===== config.mk =====
export PLATFORM = sky130hd
export DESIGN_NAME = uart_param
export DESIGN_NICKNAME = d
export VERILOG_FILES = /design/src/rtl/uart_param_pkg.sv /design/src/rtl/uart_param_fifo.sv /design/src/rtl/uart_param.sv
export SDC_FILE = /design/constraint.sdc
export NUM_CORES = 1
export LEC_CHECK = 0
export CORE_MARGIN = 2
export CORE_UTILIZATION = 32
export DETAILED_ROUTE_END_ITERATION = 10
export HOLD_SLACK_MARGIN = 0.08
export PLACE_DENSITY_LB_ADDON = 0.15
export SYNTH_ARGS = -nofsm -noshare
export SYNTH_HDL_FRONTEND = slang
export SYNTH_SLANG_ARGS = --single-unit

===== constraint.sdc =====
create_clock -name clock -period 7.4 [get_ports clock]
set_clock_uncertainty 0.15 [all_clocks]
set_input_delay 1.48 -clock clock [delete_from_list [all_inputs] [get_ports clock]]
set_output_delay 1.48 -clock clock [all_outputs]
set_load 0.01 [all_outputs]

===== src/rtl/uart_param_pkg.sv =====
// Shared types and constants for the uart_param UART: FSM states, oversampling
// constants, receive status bit positions and the parity helper.
package uart_param_pkg;

    typedef enum logic [2:0] {
        ST_IDLE   = 3'd0,
        ST_START  = 3'd1,
        ST_DATA   = 3'd2,
        ST_PARITY = 3'd3,
        ST_STOP   = 3'd4
    } uart_state_e;

    localparam int OVERSAMPLE   = 16;
    localparam int MID_TICK     = 7;
    localparam int SAMPLE_TICK  = 15;

    localparam int STAT_OVERRUN = 2;
    localparam int STAT_PARITY  = 1;
    localparam int STAT_FRAME   = 0;

    // Even parity when odd=0; callers zero-extend narrower words.
    function automatic logic calc_parity(input logic [7:0] data, input logic odd);
        return (^data) ^ odd;
    endfunction

endpackage


===== src/rtl/uart_param_fifo.sv =====
// Show-ahead FIFO with occupancy output; head reads as zero while empty.
module uart_param_fifo #(
    parameter int WIDTH = 8,
    parameter int DEPTH = 16
) (
    input  logic                     i_clk,
    input  logic                     i_rst_n,
    input  logic                     i_push,
    input  logic                     i_pop,
    input  logic [WIDTH-1:0]         i_data,
    output logic [WIDTH-1:0]         o_data,
    output logic                     o_full,
    output logic                     o_empty,
    output logic [$clog2(DEPTH):0]   o_level
);
    localparam int AW = $clog2(DEPTH);
    localparam logic [AW:0] FULL_LVL = DEPTH[AW:0];

    logic [WIDTH-1:0] r_mem [DEPTH];
    logic [AW-1:0]    r_wr_ptr;
    logic [AW-1:0]    r_rd_ptr;
    logic [AW:0]      r_level;
    logic             w_do_push;
    logic             w_do_pop;

    assign o_empty   = (r_level == '0);
    assign o_full    = (r_level == FULL_LVL);
    assign w_do_pop  = i_pop & ~o_empty;
    // A full FIFO still accepts a push when the same-cycle pop frees a slot.
    assign w_do_push = i_push & (~o_full | w_do_pop);
    assign o_data    = o_empty ? '0 : r_mem[r_rd_ptr];
    assign o_level   = r_level;

    // Pointer and occupancy bookkeeping.
    always_ff @(posedge i_clk or negedge i_rst_n) begin
        if (!i_rst_n) begin
            r_wr_ptr <= '0;
            r_rd_ptr <= '0;
            r_level  <= '0;
        end else begin
            if (w_do_push) r_wr_ptr <= r_wr_ptr + 1'b1;
            if (w_do_pop)  r_rd_ptr <= r_rd_ptr + 1'b1;
            case ({w_do_push, w_do_pop})
                2'b10:   r_level <= r_level + 1'b1;
                2'b01:   r_level <= r_level - 1'b1;
                default: r_level <= r_level;
            endcase
        end
    end

    // Storage array, written at the tail.
    always_ff @(posedge i_clk) begin
        if (w_do_push) r_mem[r_wr_ptr] <= i_data;
    end

endmodule


===== src/rtl/uart_param.sv =====
// Parametrised UART with TX/RX FIFOs and 16x oversampling.
// Define UART_PARITY_EN to add the parity_odd input and a parity bit per frame.
module uart_param
    import uart_param_pkg::*;
#(
    parameter int DATA_BITS  = 8,
    parameter int FIFO_DEPTH = 16,
    parameter int DIV_W      = 16
) (
    input  logic                          clock,
    input  logic                          reset,
    input  logic [DIV_W-1:0]              divisor,
    input  logic                          stop2,
`ifdef UART_PARITY_EN
    input  logic                          parity_odd,
`endif
    output logic                          tx,
    input  logic                          rx,
    input  logic                          wr_uart,
    input  logic [DATA_BITS-1:0]          data_in,
    output logic                          tx_full,
    input  logic                          rd_uart,
    output logic [DATA_BITS-1:0]          data_out,
    output logic                          rx_empty,
    output logic [2:0]                    rx_status,
    output logic [$clog2(FIFO_DEPTH):0]   tx_level,
    output logic [$clog2(FIFO_DEPTH):0]   rx_level
);
`ifdef UART_PARITY_EN
    localparam logic PAR_EN = 1'b1;
    logic w_par_odd;
    assign w_par_odd = parity_odd;
`else
    localparam logic PAR_EN = 1'b0;
    logic w_par_odd;
    assign w_par_odd = 1'b0;
`endif

    localparam logic [4:0] TX_LAST  = 5'(SAMPLE_TICK);
    localparam logic [4:0] TX_LAST2 = 5'(2 * OVERSAMPLE - 1);
    localparam logic [3:0] RX_MID   = 4'(MID_TICK);
    localparam logic [3:0] RX_SMP   = 4'(SAMPLE_TICK);
    localparam logic [2:0] BIT_LAST = 3'(DATA_BITS - 1);

    logic [1:0]           r_rst_sync;
    logic                 w_rst_n;
    logic [DIV_W-1:0]     r_tick_cnt;
    logic                 w_tick;
    uart_state_e          r_tx_state, r_rx_state;
    logic                 r_tx, r_tx_stop2, r_tx_par;
    logic [4:0]           r_tx_tick;
    logic [2:0]           r_tx_bit, r_rx_bit;
    logic [DATA_BITS-1:0] r_tx_shift, r_rx_shift, w_tx_head;
    logic                 w_tx_empty, w_tx_pop;
    logic                 r_rx_s1, r_rx_s2, r_rx_d, w_rx_fall;
    logic [3:0]           r_rx_tick;
    logic                 r_par_err, r_overrun;
    logic                 w_rx_push, w_rx_full, w_rx_accept;
    logic [2:0]           w_rx_stat;
    logic [DATA_BITS+2:0] w_rx_head;

    // Reset asserts asynchronously and releases after two clocks.
    always_ff @(posedge clock or negedge reset) begin
        if (!reset) r_rst_sync <= 2'b00;
        else        r_rst_sync <= {r_rst_sync[0], 1'b1};
    end
    assign w_rst_n = r_rst_sync[1];

    // Oversample tick: down-counter reloaded from divisor only at wrap.
    always_ff @(posedge clock or negedge w_rst_n) begin
        if (!w_rst_n)    r_tick_cnt <= '0;
        else if (w_tick) r_tick_cnt <= divisor;
        else             r_tick_cnt <= r_tick_cnt - 1'b1;
    end
    assign w_tick = (r_tick_cnt == '0);

    assign w_tx_pop = (r_tx_state == ST_IDLE) & ~w_tx_empty;

    uart_param_fifo #(.WIDTH(DATA_BITS), .DEPTH(FIFO_DEPTH)) u_tx_fifo (
        .i_clk(clock), .i_rst_n(w_rst_n), .i_push(wr_uart), .i_pop(w_tx_pop),
        .i_data(data_in), .o_data(w_tx_head), .o_full(tx_full),
        .o_empty(w_tx_empty), .o_level(tx_level)
    );

    // Transmit FSM; tx is driven straight from r_tx.
    always_ff @(posedge clock or negedge w_rst_n) begin
        if (!w_rst_n) begin
            r_tx_state <= ST_IDLE;
            r_tx       <= 1'b1;
            r_tx_tick  <= '0;
            r_tx_bit   <= '0;
            r_tx_shift <= '0;
            r_tx_stop2 <= 1'b0;
            r_tx_par   <= 1'b0;
        end else begin
            case (r_tx_state)
                ST_IDLE: if (!w_tx_empty) begin
                    r_tx_state <= ST_START;
                    r_tx       <= 1'b0;
                    r_tx_tick  <= '0;
                    r_tx_shift <= w_tx_head;
                    r_tx_stop2 <= stop2;
                    r_tx_par   <= calc_parity(8'(w_tx_head), w_par_odd);
                end
                ST_START: if (w_tick) begin
                    if (r_tx_tick == TX_LAST) begin
                        r_tx_tick  <= '0;
                        r_tx_bit   <= '0;
                        r_tx_state <= ST_DATA;
                        r_tx       <= r_tx_shift[0];
                    end else r_tx_tick <= r_tx_tick + 1'b1;
                end
                ST_DATA: if (w_tick) begin
                    if (r_tx_tick == TX_LAST) begin
                        r_tx_tick <= '0;
                        if (r_tx_bit == BIT_LAST) begin
                            r_tx_state <= PAR_EN ? ST_PARITY : ST_STOP;
                            r_tx       <= PAR_EN ? r_tx_par : 1'b1;
                        end else begin
                            r_tx_bit   <= r_tx_bit + 1'b1;
                            r_tx_shift <= r_tx_shift >> 1;
                            r_tx       <= r_tx_shift[1];
                        end
                    end else r_tx_tick <= r_tx_tick + 1'b1;
                end
                ST_PARITY: if (w_tick) begin
                    if (r_tx_tick == TX_LAST) begin
                        r_tx_tick  <= '0;
                        r_tx_state <= ST_STOP;
                        r_tx       <= 1'b1;
                    end else r_tx_tick <= r_tx_tick + 1'b1;
                end
                ST_STOP: if (w_tick) begin
                    if (r_tx_tick == (r_tx_stop2 ? TX_LAST2 : TX_LAST)) begin
                        r_tx_tick  <= '0;
                        r_tx_state <= ST_IDLE;
                    end else r_tx_tick <= r_tx_tick + 1'b1;
                end
                default: begin
                    r_tx_state <= ST_IDLE;
                    r_tx       <= 1'b1;
                end
            endcase
        end
    end
    assign tx = r_tx;

    // rx synchroniser plus one delay stage for falling-edge detection.
    always_ff @(posedge clock or negedge w_rst_n) begin
        if (!w_rst_n) begin
            r_rx_s1 <= 1'b1;
            r_rx_s2 <= 1'b1;
            r_rx_d  <= 1'b1;
        end else begin
            r_rx_s1 <= rx;
            r_rx_s2 <= r_rx_s1;
            r_rx_d  <= r_rx_s2;
        end
    end
    assign w_rx_fall = r_rx_d & ~r_rx_s2;

    // Receive FSM; the 4-bit tick counter wraps 15->0 to align bit periods.
    always_ff @(posedge clock or negedge w_rst_n) begin
        if (!w_rst_n) begin
            r_rx_state <= ST_IDLE;
            r_rx_tick  <= '0;
            r_rx_bit   <= '0;
            r_rx_shift <= '0;
            r_par_err  <= 1'b0;
        end else begin
            case (r_rx_state)
                ST_IDLE: if (w_rx_fall) begin
                    r_rx_state <= ST_START;
                    r_rx_tick  <= '0;
                    r_par_err  <= 1'b0;
                end
                ST_START: if (w_tick) begin
                    if (r_rx_tick == RX_MID) begin
                        r_rx_tick  <= '0;
                        r_rx_bit   <= '0;
                        r_rx_state <= r_rx_s2 ? ST_IDLE : ST_DATA;
                    end else r_rx_tick <= r_rx_tick + 1'b1;
                end
                ST_DATA: if (w_tick) begin
                    r_rx_tick <= r_rx_tick + 1'b1;
                    if (r_rx_tick == RX_SMP) begin
                        r_rx_shift <= {r_rx_s2, r_rx_shift[DATA_BITS-1:1]};
                        r_rx_bit   <= r_rx_bit + 1'b1;
                        if (r_rx_bit == BIT_LAST) r_rx_state <= PAR_EN ? ST_PARITY : ST_STOP;
                    end
                end
                ST_PARITY: if (w_tick) begin
                    r_rx_tick <= r_rx_tick + 1'b1;
                    if (r_rx_tick == RX_SMP) begin
                        r_par_err  <= (r_rx_s2 != calc_parity(8'(r_rx_shift), w_par_odd));
                        r_rx_state <= ST_STOP;
                    end
                end
                ST_STOP: if (w_tick) begin
                    r_rx_tick <= r_rx_tick + 1'b1;
                    if (r_rx_tick == RX_SMP) r_rx_state <= ST_IDLE;
                end
                default: r_rx_state <= ST_IDLE;
            endcase
        end
    end

    assign w_rx_push   = (r_rx_state == ST_STOP) & w_tick & (r_rx_tick == RX_SMP);
    assign w_rx_accept = ~w_rx_full | rd_uart;

    // Status word for the frame completing this cycle.
    always_comb begin
        w_rx_stat               = 3'b000;
        w_rx_stat[STAT_OVERRUN] = r_overrun;
        w_rx_stat[STAT_PARITY]  = r_par_err;
        w_rx_stat[STAT_FRAME]   = ~r_rx_s2;
    end

    // Sticky overrun: set by a dropped frame, cleared by the next stored one.
    always_ff @(posedge clock or negedge w_rst_n) begin
        if (!w_rst_n)       r_overrun <= 1'b0;
        else if (w_rx_push) r_overrun <= ~w_rx_accept;
        else                r_overrun <= r_overrun;
    end

    uart_param_fifo #(.WIDTH(DATA_BITS + 3), .DEPTH(FIFO_DEPTH)) u_rx_fifo (
        .i_clk(clock), .i_rst_n(w_rst_n), .i_push(w_rx_push), .i_pop(rd_uart),
        .i_data({w_rx_stat, r_rx_shift}), .o_data(w_rx_head), .o_full(w_rx_full),
        .o_empty(rx_empty), .o_level(rx_level)
    );

    assign data_out  = w_rx_head[DATA_BITS-1:0];
    assign rx_status = w_rx_head[DATA_BITS+2:DATA_BITS];

endmodule

# Yosys cells after proc, flatten, opt, wreduce, memory -nomap -nowiden
# Memory sizes are Yosys's and may differ from the RTL's.
# Cells that the tools add are included.
# word_totals
out_inout_bits	24
mem_bits_rw	304
regBits	88
in_bits	30
wordCells	199
mem_count	2
# op_classes
reduce_logical	27
n_addsub	13
eq_ne	44
n_mux	72
n_bitwise	18
# mem_list
name	depth	width	read_ports	rd_ports_with_merged_regs	write_ports	line_no	source
u_rx_fifo.r_mem	16	11	1	0	1	uart_param_fifo.sv:19	logic [WIDTH-1:0] r_mem [DEPTH];
u_tx_fifo.r_mem	16	8	1	0	1	uart_param_fifo.sv:19	
# ops
operator	n
3-bit 2-to-1 mux	29
2-bit != test, second input constant	21
8-bit 2-to-1 mux	4
5-bit 2-to-1 mux	6
3-bit one-hot mux with 5 select lines	2
4-bit by 1-bit adder with 4-bit output, second input constant	5
5-bit one-hot mux with 2 select lines	2
10-bit AND reduction	2
16-bit logical NOT	1
16-bit 2-to-1 mux	1
4-bit 2-to-1 mux	4
8-bit one-hot mux with 2 select lines	1
16-bit by 1-bit subtractor with 16-bit output, second input constant	1
5-bit by 1-bit adder with 5-bit output, second input constant	3
1-bit 2-to-1 mux	15
5-bit one-hot mux with 3 select lines	1
3-bit by 2-bit == test with 1-bit output, second input constant	4
3-bit == test, second input constant	4
3-bit one-hot mux with 2 select lines	2
4-bit one-hot mux with 3 select lines	1
4-bit AND reduction	3
2-bit nonzero test	6
11-bit 2-to-1 mux	1
5-bit == test, second input constant	2
27 further kinds	53

# Depth between registers and ports, before layout
# Gate-level depths: netlist of the first run.
# depth
word_depth	8
depth_mapped	17
ltp_nobuf	14

# Modules after synthesis
# A second synthesis of the first run with hierarchy kept.
# unflattened
hier_cells	1035
hier_area_um2	17000.1
# by_module_without_submodules
module	area_each_um2	seq_area_each_um2	instances	cells_each
uart_param_fifo (u_rx_fifo)	7694.9	5610.4	1	377
uart_param_fifo (u_tx_fifo)	5853.1	4169.0	1	301
uart_param	3452.1	1556.5	1	357

# Least setup slack after synthesis of the first run
# Ideal clock, no wire load.
# synth_path
path_kind	reg2out
start	register u_rx_fifo.r_rd_ptr[0]
end	output data_out[0]
arrival_time_ns	2.491
slack_ns	3.279
required_ns	5.770
n_path_buf	2
path_stages_with_launch	6
path_cell_list	dfrtp_1 > clkbuf_1 > buf_1 > mux4_2 > mux4_2 > nor2b_1
# synth_between
elab_chain_cells	2
# synth_rtl
element	line_no	source
start, declared	uart_param_fifo.sv:21	logic [AW-1:0] r_rd_ptr;
start signal, assigned	uart_param_fifo.sv:42	if (w_do_pop) r_rd_ptr <= r_rd_ptr + 1'b1;
memory read 16 x 11 bit	n/a	
11-bit 2-to-1 mux	uart_param_fifo.sv:31	assign o_data = o_empty ? '0 : r_mem[r_rd_ptr];
end, declared	uart_param.sv:23	output logic [DATA_BITS-1:0] data_out,
# Every way passes these cells.

# Worst setup path in the final report of the first run
# layout_path
start	register u_rx_fifo.r_rd_ptr[0]
end	output rx_status[0]
# layout_between
elab_chain_cells	2
# layout_rtl
element	line_no	source
memory read 16 x 11 bit	n/a	
11-bit 2-to-1 mux	uart_param_fifo.sv:31	
end, declared	uart_param.sv:25	output logic [2:0] rx_status,
# Every way passes these cells.

==> results_dict.tcl, run 1 <==
set metrics [dict create \
    run_status "complete, no violations" \
    drc 0 \
    antenna_found_initial 0 \
    p_comb_share_pct 11.9 \
    dp_hpwl_mm 21.6 \
    power-per-cell-area_nw_per_um2 296 \
    p_switching_w 0.00144 \
    arrival_ns 3.43 \
    drv_slew 0 \
    utilization_pct 38.0 \
    startpoint "u_rx_fifo.r_rd_ptr[0]" \
    yosys_warnings 0 \
    num-nets-final 1127 \
    grt_max_degree 77 \
    core-area_um2 51100 \
    r2r_end "u_rx_fifo.o_level[4]" \
    synthArstFlopShare_pct 22.4 \
    r2r_start "r_tick_cnt[0]" \
    grt_pass1_vias 8975 \
    drtIter0Drc 522 \
    fin_crit_ns 5.06 \
    switching_share_pct 25.1 \
    area_growth_pct 17.8 \
    regToRegSetupSlack_ns 2.98 \
    grt.overflow.total 0 \
    die_w_um 231 \
    synth_cell_types 55 \
    cts_made_buffers 45 \
    grt_util_all_layers_pct 13.7 \
    synth_area_um2 16500 \
    drtPass1Iterations 4 \
    relSlewSlack_pct 19.4 \
    cp.required_ns 5.77 \
    crit_path_end_kind "output pin" \
    vias 8638 \
    clock-sinks 392 \
    worst_slew_pin_slew_ns 1.20 \
    clock_path_buffers 3 \
    cts_resized 0 \
    wire_per_inst_um 20.0 \
    rows 83 \
    ys_seq_elements 392 \
    rsz0062_at_grt "false" \
    placement.io_buffers 53 \
    diodes 0 \
    gp_congestion 0.741 \
    rr_worst_depth 14 \
    clk_pin_slew_ns 0.05 \
    syn_inst 1009 \
    cts_root_buf "clkbuf_16" \
    synth_seq_area_share_pct 68.8 \
    p_leak_nw 6.96 \
    die_h_um 231 \
    synth-edff-count 304 \
    vias_per_cell 4.83 \
    insertion_delay_ns 0.57 \
    ctsHtreeMaxLevel 2 \
    wirelength_mm 35.8 \
    ant_nets 0 \
    finalCritPeriodShare_pct 68.4 \
    synth_flop_cell "edfxtp_1" \
    hold_path_class "reg -> async" \
    avgSynthCellArea_um2 16.3 \
    grt_pass1_wl_mm 55.4 \
    setup.worst_path.class "reg -> out" \
    tritoncts "built" \
    p_int_w 0.00430 \
    setup_viol 0 \
    syn-num-nets 1066 \
    drive_gt1_share_pct 19.1 \
    hold_viol_final 0 \
    tns_ns 0 \
    power.share.clock_pct 40.5 \
    clock.fmax_ghz 0.198 \
    startpoint_type "flip-flop" \
    io-pin-count 54 \
    start_util_pct 32.2 \
    die_area_um2 53300 \
    post-cts-setup-buffers 0 \
    seqPwrFrac_pct 47.6 \
    cp_max_fo 47 \
    hold_buffers 1 \
    ir_drop_mv 0.162 \
    maxCapViolations 0 \
]
state kept, by name, summed over array words and instances (netlist names), 2 cells and up:
| name | flops |
|---|---|
| r_tx_state | 3 |
| u_tx_fifo.r_wr_ptr | 4 |
| r_tx_bit | 3 |
| u_tx_fifo.o_level | 5 |
| r_tx_tick | 5 |
| u_rx_fifo.r_wr_ptr | 4 |
| r_rx_state | 3 |
| r_rx_tick | 4 |
| r_tx_shift | 8 |
| r_rst_sync | 2 |
| r_rx_shift | 8 |
| u_rx_fifo.o_level | 5 |
| u_rx_fifo.r_rd_ptr | 4 |
| u_tx_fifo.r_mem | 128 |
| u_rx_fifo.r_mem | 176 |
| r_rx_bit | 3 |
| r_tick_cnt | 16 |
| u_tx_fifo.r_rd_ptr | 4 |
synth_stat cells (12+ instances only):
cell / count / area, um2
a21oi_1: 26 / 130
and2_1: 14 / 87.6
buf_1: 12 / 45.0
clkbuf_1: 37 / 139
dfrtp_1: 84 / 2100
edfxtp_1: 304 / 9130
ha_1: 26 / 325
inv_1: 24 / 90.1
mux2_2: 13 / 146
mux2i_1: 17 / 170
mux4_2: 82 / 1850
nand2_1: 72 / 270
nor2_1: 56 / 210
nor2b_1: 20 / 125
nor3_1: 19 / 95.1
o21ai_0: 39 / 195
xnor2_1: 33 / 289
routing by layer:
layer  vias to the layer above  share of wire, %  global-route usage (%)
li1                       4011                 -                       -
met1                      4462                43                    17.1
met2                       105                51                    24.2
met3                        60               2.7                    2.06
met4                         0               2.6                    4.62
met5                         -                 0                       0
stage by stage:
step                      cell area (um2)  setup WS (ns)  instances  power, W  hold WS, ns
after global placement              17800           2.88       1702   0.00347       0.0126
after CTS                           19400           2.23       1787   0.00584        0.163
after global routing                19400           2.11       1787   0.00600        0.159
after floorplan                     16500           3.28       1009   0.00320        0.181
final                               19400           2.34       1787   0.00574        0.141
after detailed placement            17800           2.84       1702   0.00349       0.0137
critical path, stage by stage, from the launching register on:
cell,delay [ns]
dfrtp_4,1.05
mux4_2,0.62
mux4_2,0.51
nor2b_1,0.15
clkdlybuf4s50_1,0.51
worst max-delay path by stage:
stage,endpoint,cells after the start
6_report,rx_status[0],4
3_5_place_dp,data_out[7],4
2_1_floorplan,data_out[0],5
4_1_cts,data_out[7],4
3_3_place_gp,data_out[7],4
5_1_grt,data_out[3],4
layout make-up:
cell class | count | area (um2)
clock buffer | 57 | 1190
clock inverter | 27 | 364
fill | 4780 | 31700
inverter | 24 | 90.1
multi-input combinational | 543 | 4940
sequential | 392 | 11300
tap | 680 | 851
timing repair buffer | 64 | 616
power by group through the flow:
| stage | logic (W) | clock network [W] | registers (W) |
|---|---|---|---|
| floorplan | 0.000560 | 0 | 0.00264 |
| global placement | 0.000686 | 0 | 0.00278 |
| detailed placement | 0.000697 | 0 | 0.00279 |
| CTS | 0.000700 | 0.00239 | 0.00275 |
| global route | 0.000753 | 0.00247 | 0.00277 |
| finish | 0.000682 | 0.00233 | 0.00273 |
kinds of logic (layout without fill, tap and decap cells):
| family | after synthesis | in the layout | synth area share (%) |
|---|---|---|---|
| DFF | 392 | 392 | 68.8 |
| and+or+nand+nor | 246 | 246 | 7.69 |
| AOI/OAI and AO/OA | 114 | 114 | 4.24 |
| muxes | 112 | 112 | 13.1 |
| buffers and inverters | 74 | 172 | 1.69 |
| xor gates and xnor gates | 43 | 43 | 2.29 |
| adders and majority gates | 27 | 27 | 2.10 |
| other | 1 | 1 | 0.0228 |
cell usage in the layout, fill, tap and decap left out, drive strengths merged, types with 13 or more instances in the layout:
master	count
clkdlybuf4s50	53
xnor2	33
o21ai	39
mux4	82
a21oi	26
ha	26
nand2	72
clkinv	16
nor2	56
clkbuf	57
nor3	19
dfrtp	84
edfxtp	304
inv	26
mux2	13
and2	14
nor2b	20
mux2i	17
No activity file was read; power rests on OpenSTA's default activity.
==> run 2: changes to the inputs <==
==> constraint.sdc (replaced) <==
create_clock -name clock -period 5.3 [get_ports clock]
set_clock_uncertainty 0.15 [all_clocks]
set_input_delay 1.06 -clock clock [delete_from_list [all_inputs] [get_ports clock]]
set_output_delay 1.06 -clock clock [all_outputs]
set_load 0.01 [all_outputs]
==> run 2 against run 1 <==
Clock power up 30%. Non-clock buffer count is 31 higher. Routed wire length up 1.1%. Combinational power increased by 44%. Register-to-register slack worse by 2.1 ns. Cell area rose by 0.34%. Die area stayed put. Largest power group unchanged. First-iteration DRC count decreased by 6.1%. Sequential share of layout area down 0.20 points. Via count increased by 1.2%.
==> results_dict.tcl, run 2 (synthesized netlist as in run 1, its figures left out) <==
set metrics [dict create \
    run_status "complete, no violations" \
    grt_pass1_vias 9029 \
    tritoncts "built" \
    r2r_end "u_rx_fifo.o_level[4]" \
    utilization_pct 38.1 \
    clock-sinks 392 \
    insertion_delay_ns 0.59 \
    wl_met1_mm 15.8 \
    drv_slew 0 \
    cp.required_ns 4.09 \
    crit_path_end_kind "output pin" \
    finalCritPeriodShare_pct 85.5 \
    worstHoldEndpoint "r_rst_sync[1]" \
    drtPass1Iterations 5 \
    ir_drop_mv 0.212 \
    reg_top3 "u_rx_fifo.r_mem x176, u_tx_fifo.r_mem x128, r_tick_cnt x16" \
    hold_buffers 0 \
    drtIter0Drc 490 \
    largest_reg_flops 176 \
    highest_layer "met4" \
    area_growth_pct 18.2 \
    cp_slowest_cell "dfrtp_4" \
    rr_worst_depth 14 \
    cts_resized 0 \
    arrival_ns 3.32 \
    hold_depth 0 \
    ctsHtreeMaxLevel 2 \
    cp_cell_sequence "buf_4, mux4_2, mux4_2, nor2b_1, clkdlybuf4s50_1" \
    diodes 0 \
    core-area_um2 51100 \
    die_area_um2 53300 \
    worst_slew_pin_slew_ns 1.03 \
    drc 0 \
    cts_root_buf "clkbuf_16" \
    p_leak_nw 7.09 \
    start_util_pct 32.2 \
    vias 8741 \
    hold_path_class "reg -> reg" \
    final_cell_mix "edfxtp_1, mux4_2, dfrtp_1" \
    vias_per_cell 4.81 \
    drive_gt1_share_pct 19.7 \
    grt_pass1_wl_mm 55.9 \
    fin_crit_ns 4.53 \
    placement.io_buffers 53 \
    dp_hpwl_mm 23.6 \
    cp_max_fo 25 \
    largest-register "u_rx_fifo.r_mem" \
    rows 83 \
    grt_util_all_layers_pct 13.9 \
    num-nets-final 1158 \
    wire_per_inst_um 19.9 \
    grt_max_degree 62 \
    power-per-cell-area_nw_per_um2 402 \
    die_h_um 231 \
    dr_wl_met2_mm 18.4 \
    antenna_found_initial 0 \
    setup_viol 0 \
    n_fill_cell 4784 \
    relSlewSlack_pct 31.0 \
    rsz0062_at_grt "false" \
    hold_start "r_rst_sync[0]" \
    io-pin-count 54 \
    regToRegSetupSlack_ns 0.88 \
    setup.worst_path.class "reg -> out" \
    r2r_start "r_tick_cnt[0]" \
    startpoint_type "flip-flop" \
    post-cts-setup-buffers 0 \
    clock_path_buffers 3 \
    cts_made_buffers 45 \
    mostFrequentLayoutCell "edfxtp_1" \
    clock.fmax_ghz 0.221 \
    gp_congestion 0.766 \
    tns_ns 0 \
    dr_wl_met3_mm 1.32 \
    grt.overflow.total 0 \
    ant_nets 0 \
    maxCapViolations 0 \
    slowest_delay_ns 0.75 \
    die_w_um 231 \
    critical-path-top-cell-by-count "mux4_2" \
    wirelength_mm 36.2 \
    clk_pin_slew_ns 0.06 \
    hold_viol_final 0 \
]
[run 2: per-stage QoR]
| stage | hold WS (ns) | std cells | setup WS [ns] | power, W | cell area (um2) |
|---|---|---|---|---|---|
| after floorplan | 0.181 | 1009 | 1.18 | 0.00447 | 16500 |
| after global placement | 0.187 | 1734 | 0.949 | 0.00488 | 18000 |
| after detailed placement | 0.195 | 1734 | 0.873 | 0.00490 | 18000 |
| after CTS | 0.192 | 1816 | 0.656 | 0.00797 | 19500 |
| after global routing | 0.188 | 1816 | 0.487 | 0.00820 | 19500 |
| final | 0.188 | 1816 | 0.768 | 0.00783 | 19500 |
[run 2: per-layer routing]
layer / global-route usage, % / vias up
li1: - / 4072
met1: 18.2 / 4489
met2: 23.6 / 133
met3: 2.43 / 47
met4: 3.99 / 0
met5: 0 / -
[run 2: worst max path at each step]
stage | endpoint | slack, ns | start
3_3_place_gp | u_rx_fifo.o_level[4] | 0.95 | r_tick_cnt[0]
5_1_grt | u_rx_fifo.o_level[4] | 0.49 | r_tick_cnt[0]
3_5_place_dp | u_rx_fifo.o_level[4] | 0.87 | r_tick_cnt[0]
6_report | rx_status[0] | 0.77 | u_rx_fifo.r_rd_ptr[0]
2_1_floorplan | u_rx_fifo.o_level[4] | 1.18 | r_tick_cnt[0]
4_1_cts | rx_status[0] | 0.66 | u_rx_fifo.r_rd_ptr[0]
[run 2: worst max-delay path, delay by kind of cell (launching register included)]
family,cells,cell delay [ns]
buffers and inverters,2,0.80
and+or+nand+nor,1,0.14
DFF,1,0.75
muxes,2,1.05
[run 2: report_power, final]
part	internal [W]	leakage, nW	switching (W)	total, W
sequential	0.00350	4.11	0.000305	0.00381
clock	0.00176	0.710	0.00128	0.00304
combinational	0.000533	2.27	0.000453	0.000985
[run 2: area by class of cell]
type | instances | area [um2] | share of cell area, %
flip-flops and latches | 392 | 11300 | 58.3
clock buffers | 61 | 1250 | 6.40
well taps | 680 | 851 | 4.37
multi-input cells | 543 | 4880 | 25.1
clock inverters | 21 | 205 | 1.05
repair buffers | 95 | 846 | 4.35
inverters | 24 | 90.1 | 0.463
